`config.mk`:
```
export PLATFORM = sky130hd
export DESIGN_NAME = qsys_serial_target
export DESIGN_NICKNAME = d
export VERILOG_FILES = /design/src/rtl/qsys_serial_target.sv
export SDC_FILE = /design/constraint.sdc
export NUM_CORES = 1
export LEC_CHECK = 0
export BUFFER_PORTS_ARGS = -buffer_cell sky130_fd_sc_hd__clkbuf_2
export CAP_MARGIN = 25
export CORE_ASPECT_RATIO = 0.5
export CORE_MARGIN = 5
export CORE_UTILIZATION = 25
export CTS_CLUSTER_SIZE = 16
export DETAILED_ROUTE_END_ITERATION = 10
export GPL_TIMING_DRIVEN = 0
export MAX_ROUTING_LAYER = met4
export PLACE_DENSITY = 0.49
export SYNTH_ARGS = -nofsm -noshare
export SYNTH_HDL_FRONTEND = slang
export SYNTH_SLANG_ARGS = --single-unit
```
`constraint.sdc`:
```
create_clock -name csi_MCLK_clk -period 6 [get_ports csi_MCLK_clk]
set_input_delay 1.2 -clock csi_MCLK_clk [delete_from_list [all_inputs] [get_ports csi_MCLK_clk]]
set_output_delay 1.2 -clock csi_MCLK_clk [all_outputs]
set_load 0.02 [all_outputs]
```
`src/rtl/qsys_serial_target.sv`:
```
// Target end of the Qsys serial register link: deserialises 65-bit command
// frames, performs one Avalon-MM access, and serialises 32 bits back on sdo.
module qsys_serial_target #(
  parameter int unsigned address_size   = 8,
  parameter int unsigned timeout_cycles = 256
) (
  input  logic                    csi_MCLK_clk,
  input  logic                    rsi_MRST_reset_n,
  input  logic                    sdi,
  input  logic                    sle,
  output logic                    sdo,
  output logic                    srdy,
  output logic [address_size-1:0] avm_reg_address,
  output logic [31:0]             avm_reg_writedata,
  output logic [3:0]              avm_reg_byteenable,
  output logic                    avm_reg_write,
  output logic                    avm_reg_read,
  input  logic [31:0]             avm_reg_readdata,
  input  logic                    avm_reg_waitrequest,
  output logic                    frame_err,
  output logic                    bus_timeout
);

  localparam int unsigned WCW = $clog2(timeout_cycles + 1);

  typedef enum logic [1:0] {IDLE, EXEC, RESP} state_t;

  state_t                  state, state_n;
  logic [64:0]             rx, rx_n;
  logic [6:0]              len, len_n;
  logic [WCW-1:0]          wcnt, wcnt_n;
  logic [5:0]              k, k_n;
  logic [31:0]             tx, tx_n;
  logic                    sdo_n, srdy_n, rd_n, wr_n, ferr_n, bto_n;
  logic [address_size-1:0] addr_n;
  logic [31:0]             wdata_n;

  assign avm_reg_byteenable = 4'hF;

  always_ff @(posedge csi_MCLK_clk or negedge rsi_MRST_reset_n) begin
    if (!rsi_MRST_reset_n) begin
      state             <= IDLE;
      rx                <= '0;
      len               <= '0;
      wcnt              <= '0;
      k                 <= '0;
      tx                <= '0;
      sdo               <= 1'b0;
      srdy              <= 1'b0;
      avm_reg_address   <= '0;
      avm_reg_writedata <= '0;
      avm_reg_read      <= 1'b0;
      avm_reg_write     <= 1'b0;
      frame_err         <= 1'b0;
      bus_timeout       <= 1'b0;
    end else begin
      state             <= state_n;
      rx                <= rx_n;
      len               <= len_n;
      wcnt              <= wcnt_n;
      k                 <= k_n;
      tx                <= tx_n;
      sdo               <= sdo_n;
      srdy              <= srdy_n;
      avm_reg_address   <= addr_n;
      avm_reg_writedata <= wdata_n;
      avm_reg_read      <= rd_n;
      avm_reg_write     <= wr_n;
      frame_err         <= ferr_n;
      bus_timeout       <= bto_n;
    end
  end

  always_comb begin
    state_n = state;
    rx_n    = rx;
    len_n   = len;
    wcnt_n  = wcnt;
    k_n     = k;
    tx_n    = tx;
    sdo_n   = sdo;
    srdy_n  = srdy;
    addr_n  = avm_reg_address;
    wdata_n = avm_reg_writedata;
    rd_n    = avm_reg_read;
    wr_n    = avm_reg_write;
    ferr_n  = 1'b0;
    bto_n   = 1'b0;
    unique case (state)
      IDLE: begin
        if (sle) begin
          rx_n = {rx[63:0], sdi};
          if (len != '1) len_n = len + 7'd1;
        end else if (len != '0) begin
          // The don't-care leading bit falls off the top of the 65-bit shifter.
          rx_n  = {rx[63:0], sdi};
          len_n = '0;
          if (len == 7'd65) begin
            state_n = EXEC;
            addr_n  = rx_n[32 +: address_size];
            wdata_n = rx_n[31:0];
            wr_n    = rx_n[64];
            rd_n    = ~rx_n[64];
            wcnt_n  = '0;
          end else begin
            ferr_n = 1'b1;
          end
        end
      end
      EXEC: begin
        if (!avm_reg_waitrequest) begin
          tx_n    = rx[64] ? 32'h0 : avm_reg_readdata;
          rd_n    = 1'b0;
          wr_n    = 1'b0;
          k_n     = '0;
          state_n = RESP;
        end else if (wcnt == WCW'(timeout_cycles - 1)) begin
          tx_n    = '1;
          rd_n    = 1'b0;
          wr_n    = 1'b0;
          bto_n   = 1'b1;
          k_n     = '0;
          state_n = RESP;
        end else begin
          wcnt_n = wcnt + WCW'(1);
        end
      end
      RESP: begin
        if (k == 6'd33) begin
          state_n = IDLE;
          k_n     = '0;
          sdo_n   = 1'b0;
          srdy_n  = 1'b0;
        end else begin
          k_n    = k + 6'd1;
          srdy_n = (k < 6'd32);
          // tx is shifted out MSB first, so cycle k shows original tx[33-k].
          if (k != '0) begin
            sdo_n = tx[31];
            tx_n  = {tx[30:0], 1'b0};
          end else begin
            sdo_n = 1'b0;
          end
        end
      end
      default: state_n = IDLE;
    endcase
  end

endmodule

```
---- Word level (Yosys, flattened, before mapping) ----
Index checks and enable logic that the tools add are counted.
operators by class
  shifts and indexed selects .............. 0
  magnitude comparators ................... 1
  div/mod/pow operators ................... 0
  add/subtract/negate cells ............... 3
  eq/ne operators ......................... 16
  mux-type cells .......................... 48
  bitwise gates (word level) .............. 2
  multipliers ............................. 0
  reduce and logical (&&, ||, !) cells .... 14
operators by type and width
  cell                 count
  $mux 32              5
  $mux 65              2
  $pmux 32 s2          1
  $mux 9               5
  $mux 7               3
  $mux 1               18
  $mux 6               3
  $pmux 9 s2           1
  $ne 2x2->1 const B   8
  $mux 2               6
  $pmux 6 s2           1
  $reduce_and 5->1     2
  $add 9x1->9 const B  1
  $eq 9x8->1 const B   1
  $reduce_and 4->1     2
  $add 7x1->7 const B  1
  $eq 7x7->1 const B   1
  $ne 7x7->1 const B   1
  $reduce_bool 7->1    1
  $add 6x1->6 const B  1
  $eq 6x6->1 const B   1
  $lt 6x6->1 const B   1
  $pmux 2 s3           1
  $reduce_and 6->1     1
  other kinds (11)     16
storage, ports and cells
  flip-flop bits (word level) ............. 167
  ROM bits ................................ 0
  RAM bits ................................ 0
  bits in latches ......................... 0
  memories kept ........................... 0

---- Longest topological paths before layout ----
  depth in word-level cells ............... 5
  mapped depth ............................ 11
  gate-level depth less buffers ........... 10

---- Worst setup path before layout ----
OpenSTA, ideal clock, no wires.
  kind .................................... in2reg
  from .................................... input port avm_reg_waitrequest
  to ...................................... register tx[22]
  data required time ...................... 5875 ps
  path buffers ............................ 2
  library setup time ...................... 125 ps
  arrival ................................. 2508 ps
  slack ................................... 3368 ps
  stages .................................. 6
  cell sequence ........................... clkbuf_1 -> nand2b_1 -> nand2_1 -> o21ai_1 -> clkbuf_1 -> mux2_2
between the ends
  word-level cells in the longest chain between the ends .. 2
RTL lines
  what                                                                     RTL line  RTL
  start, declared                                                          19        input logic avm_reg_waitrequest,
  $ne 3x3->1 (no source line) / $mux 32 (equally long branches)            --
  $reduce_and 4->1 (no source line) / $pmux 32 s2 (equally long branches)  --
  end signal, assigned                                                     62        tx <= tx_n;
  end, declared                                                            33        logic [31:0] tx, tx_n;
Parallel ways exist; a longest one is shown, timed or not.
A chain may end at the register's enable or synchronous reset.

---- Final worst setup path ----
  from .................................... register wcnt[0]
  to ...................................... register tx[30]
between the ends
  word-level cells in the longest chain between the ends .. 3
RTL lines
  what                               RTL line  RTL
  start, declared                    31        logic [WCW-1:0] wcnt, wcnt_n;
  start signal, assigned             60        wcnt <= wcnt_n;
  $eq 9x8->1                         117       end else if (wcnt == WCW'(timeout_cycles - 1)) begin
  $ne 3x3->1 (no source line)        --
  $reduce_and 4->1 (no source line)  --
No other way between the ends.

==> flow_summary.toml <==
[finish]
fill_cells = 2955
num_antenna_cells = 0
layout-drive-gt1-share_pct = 35.8
final_cells = 1094
final_nets = 735
syn2layout_area_growth_pct = 21.3

[cts]
max-clock-path-buffers = 2
clk_latency_ns = 0.43
cts-resized-gates = 0
cts_setup_buffers = 0
clock-sinks = 167
ctsHoldBuffers = 0
tritoncts = "done"
numCtsBuffers = 17
clk_pin_slew_ns = 0.06
htreeDepth = 4
cts-root-buf = "clkbuf_16"

[sta]
clock.fmax_mhz = 333
hold_viol_final = 0
slew_violations = 0
period_minus_slack_ns = 3.00
period_share_pct = 50.0
worstMarginPinSlew_ns = 0.685
skew_ns = 0.00961
slew_headroom_pct = 54.3
grt_setup_unrepaired = "no"
setup_tns_ns = 0
finalSetupViolCount = 0

[logic_synthesis]
synth.avg_cell_area_sq_um = 12.3
yosysTopAreaCellShare_pct = 57.9
synth_flop_cell = "dfrtp_1"
async_flop_share_pct = 100
yosysMostFrequentCell = "dfrtp_1"
yosysSeqAreaShare_pct = 57.9
synth_top_area_cell = "dfrtp_1"
synthTopCellsByCount = "dfrtp_1 (167), mux2_2 (117), nand2_1 (52), o21ai_0 (49), a21oi_1 (45)"
synth_cell_type_count = 47
synth_seq_cells = 167
syn-cell-area_sq_mm = 0.00722
synthTopCellsByArea = "dfrtp_1 (58%), mux2_2 (18%), o21ai_0 (3.4%)"
synth_edf_count = 0
netlist_instances = 586
yosys_warnings = 0

[placed_design]
io_buffers = 81
dp_hpwl_um = 10300
dpl.cell_count = 1062
gp_congestion = 0.770

[global_route]
gr-total-overflow = 0
gr-usage-all-layers_pct = 9.67
grt_pass1_vias = 4795
antenna_found_initial = 0
grt_max_degree = 85
grt_pass1_wl_um = 24900

[critical_path]
critPathArrivalTime_ns = 3.31
critical_path_class = "flop to flop"
worstPathMaxFanout = 10
r2r_end = "tx[30]"
rr_worst_depth = 10
worstReg2RegStart = "wcnt[0]"
worstSetupStartpointType = "flop"
rrSetupSlack_ns = 3.00
cp.required_ns = 6.31
cp-end-kind = "flop"

[pwr]
internal_power_w = 0.00266
power_w = 0.00391
p_sw_w = 0.00125
p_leak_nw = 4.03
power.density_mw_per_mm2 = 446
clockPowerShare_pct = 27.8
swShare_pct = 31.9
irDropWorstVdd_v = 0.000199
seq_power_share_pct = 42.2
combPwrFrac_pct = 30.0

[run]
cap_violations = 0

[floorplan]
start_util_pct = 25.1
rows = 44
die_width_um = 250
io_pins = 87
die_area_sq_mm = 0.0326
die_h_um = 130
core_area_sq_mm = 0.0287

[routing]
routed_wl_um = 14600
wl_per_cell_um = 13.4
drtPass1Iterations = 4
vias_per_cell = 4.23
vias = 4628
drt_iter0_drc = 222
ant_nets = 0
drcViolationCount = 0

[hold_path]
hold_class = "flop to flop"
whs_endpoint = "rx[50]"
whs_path_depth = 1
hold_start = "rx[50]"

[status]
outcome = "complete, no violations"
## power by group through the flow
| stage | Clock (W) | Combinational, W | Sequential (W) |
|---|---|---|---|
| 4_1_cts | 0.00113 | 0.00120 | 0.00165 |
| 6_report | 0.00109 | 0.00117 | 0.00165 |
| 5_1_grt | 0.00118 | 0.00132 | 0.00170 |
| 3_5_place_dp | 0 | 0.00119 | 0.00167 |
| 3_3_place_gp | 0 | 0.00116 | 0.00166 |
| 2_1_floorplan | 0 | 0.000923 | 0.00162 |
## kinds of logic (layout without fill, tap and decap cells)
kind of cell	count (synthesis)	in the layout	share of synthesized area, %
xor+xnor	2	2	0.243
other cells	1	4	0.0519
compound gates	118	118	9.11
mux	138	138	21.5
flops	167	167	57.9
simple gates	99	99	6.48
fa+ha+maj	8	8	1.39
buf+inv	53	167	3.40
## placed cells by master (no fill, tap or decap), drive strengths merged, types with 3 or more instances in the layout
master,Yosys,layout
o22ai,4,4
buf,22,23
and3,5,5
nand2,52,52
nor2b,3,3
mux2i,3,3
o21ai,50,50
or4,3,3
ha,8,8
dfrtp,167,167
nand3,9,9
nor2,6,6
conb,1,4
a21oi,45,45
mux2,135,135
inv,15,20
clkbuf,16,119
or2,5,5
nor3,5,5
nand2b,4,4
## sequential cells by signal (all words and copies together), names as in the netlist, 2 cells and up
register / flops
avm_reg_address: 8
tx: 32
len: 7
k: 6
avm_reg_writedata: 32
state: 2
rx: 65
wcnt: 9
## how the worst max path moves through the flow
stage	startpoint	end	slack (ns)	cells after the start
finish	wcnt[0]	tx[30]	3.00	10
floorplan	avm_reg_waitrequest	tx[22]	3.37	6
CTS	wcnt[0]	tx[30]	2.96	10
global placement	rsi_MRST_reset_n	tx[8]	0.61	1
global route	wcnt[0]	tx[24]	2.68	10
detailed placement	avm_reg_waitrequest	tx[30]	2.91	6
## layout make-up
type                    instances  area, sq um  area share [%]
clock buffers                  22          484            5.53
plain buffers                  38          189            2.16
clock inverters                10          109            1.24
flip-flops and latches        167         4180            47.7
multi-input cells             369         2810            32.1
repair buffers                 82          442            5.04
inverters                      15         56.3           0.643
well taps                     391          489            5.59
## critical path, stage by stage (launching register included)
cell and delay [ns]:
dfrtp_1 0.39, ha_1 0.20, nand3_1 0.11, or2_2 0.33, nor2_1 0.14, ha_1 0.17, nand2b_1 0.24, nand2_1 0.17
o21ai_1 0.27, clkbuf_1 0.47, mux2_2 0.40
## metal layers
| metal | up-vias | GRT usage [%] | part of all wire, % |
|---|---|---|---|
| met5 | - | - | 0 |
| met4 | 0 | 3.08 | 1.3 |
| met3 | 13 | 2.95 | 3.6 |
| met2 | 37 | 15.9 | 50 |
| met1 | 2302 | 11.5 | 45 |
| li1 | 2276 | - | - |
## per-stage QoR
step	util [%]	cell area [sq um]	setup WS, ns	hold WS, ns
6_report	30.5	8760	3.00	0.480
5_1_grt	30.5	8760	2.68	0.508
2_1_floorplan	-	7230	3.37	0.454
3_5_place_dp	28.4	8160	2.91	0.471
3_3_place_gp	28.3	8130	0.613	0.463
4_1_cts	30.5	8760	2.96	0.485
Note: power is estimated with default switching activity, not from simulation.
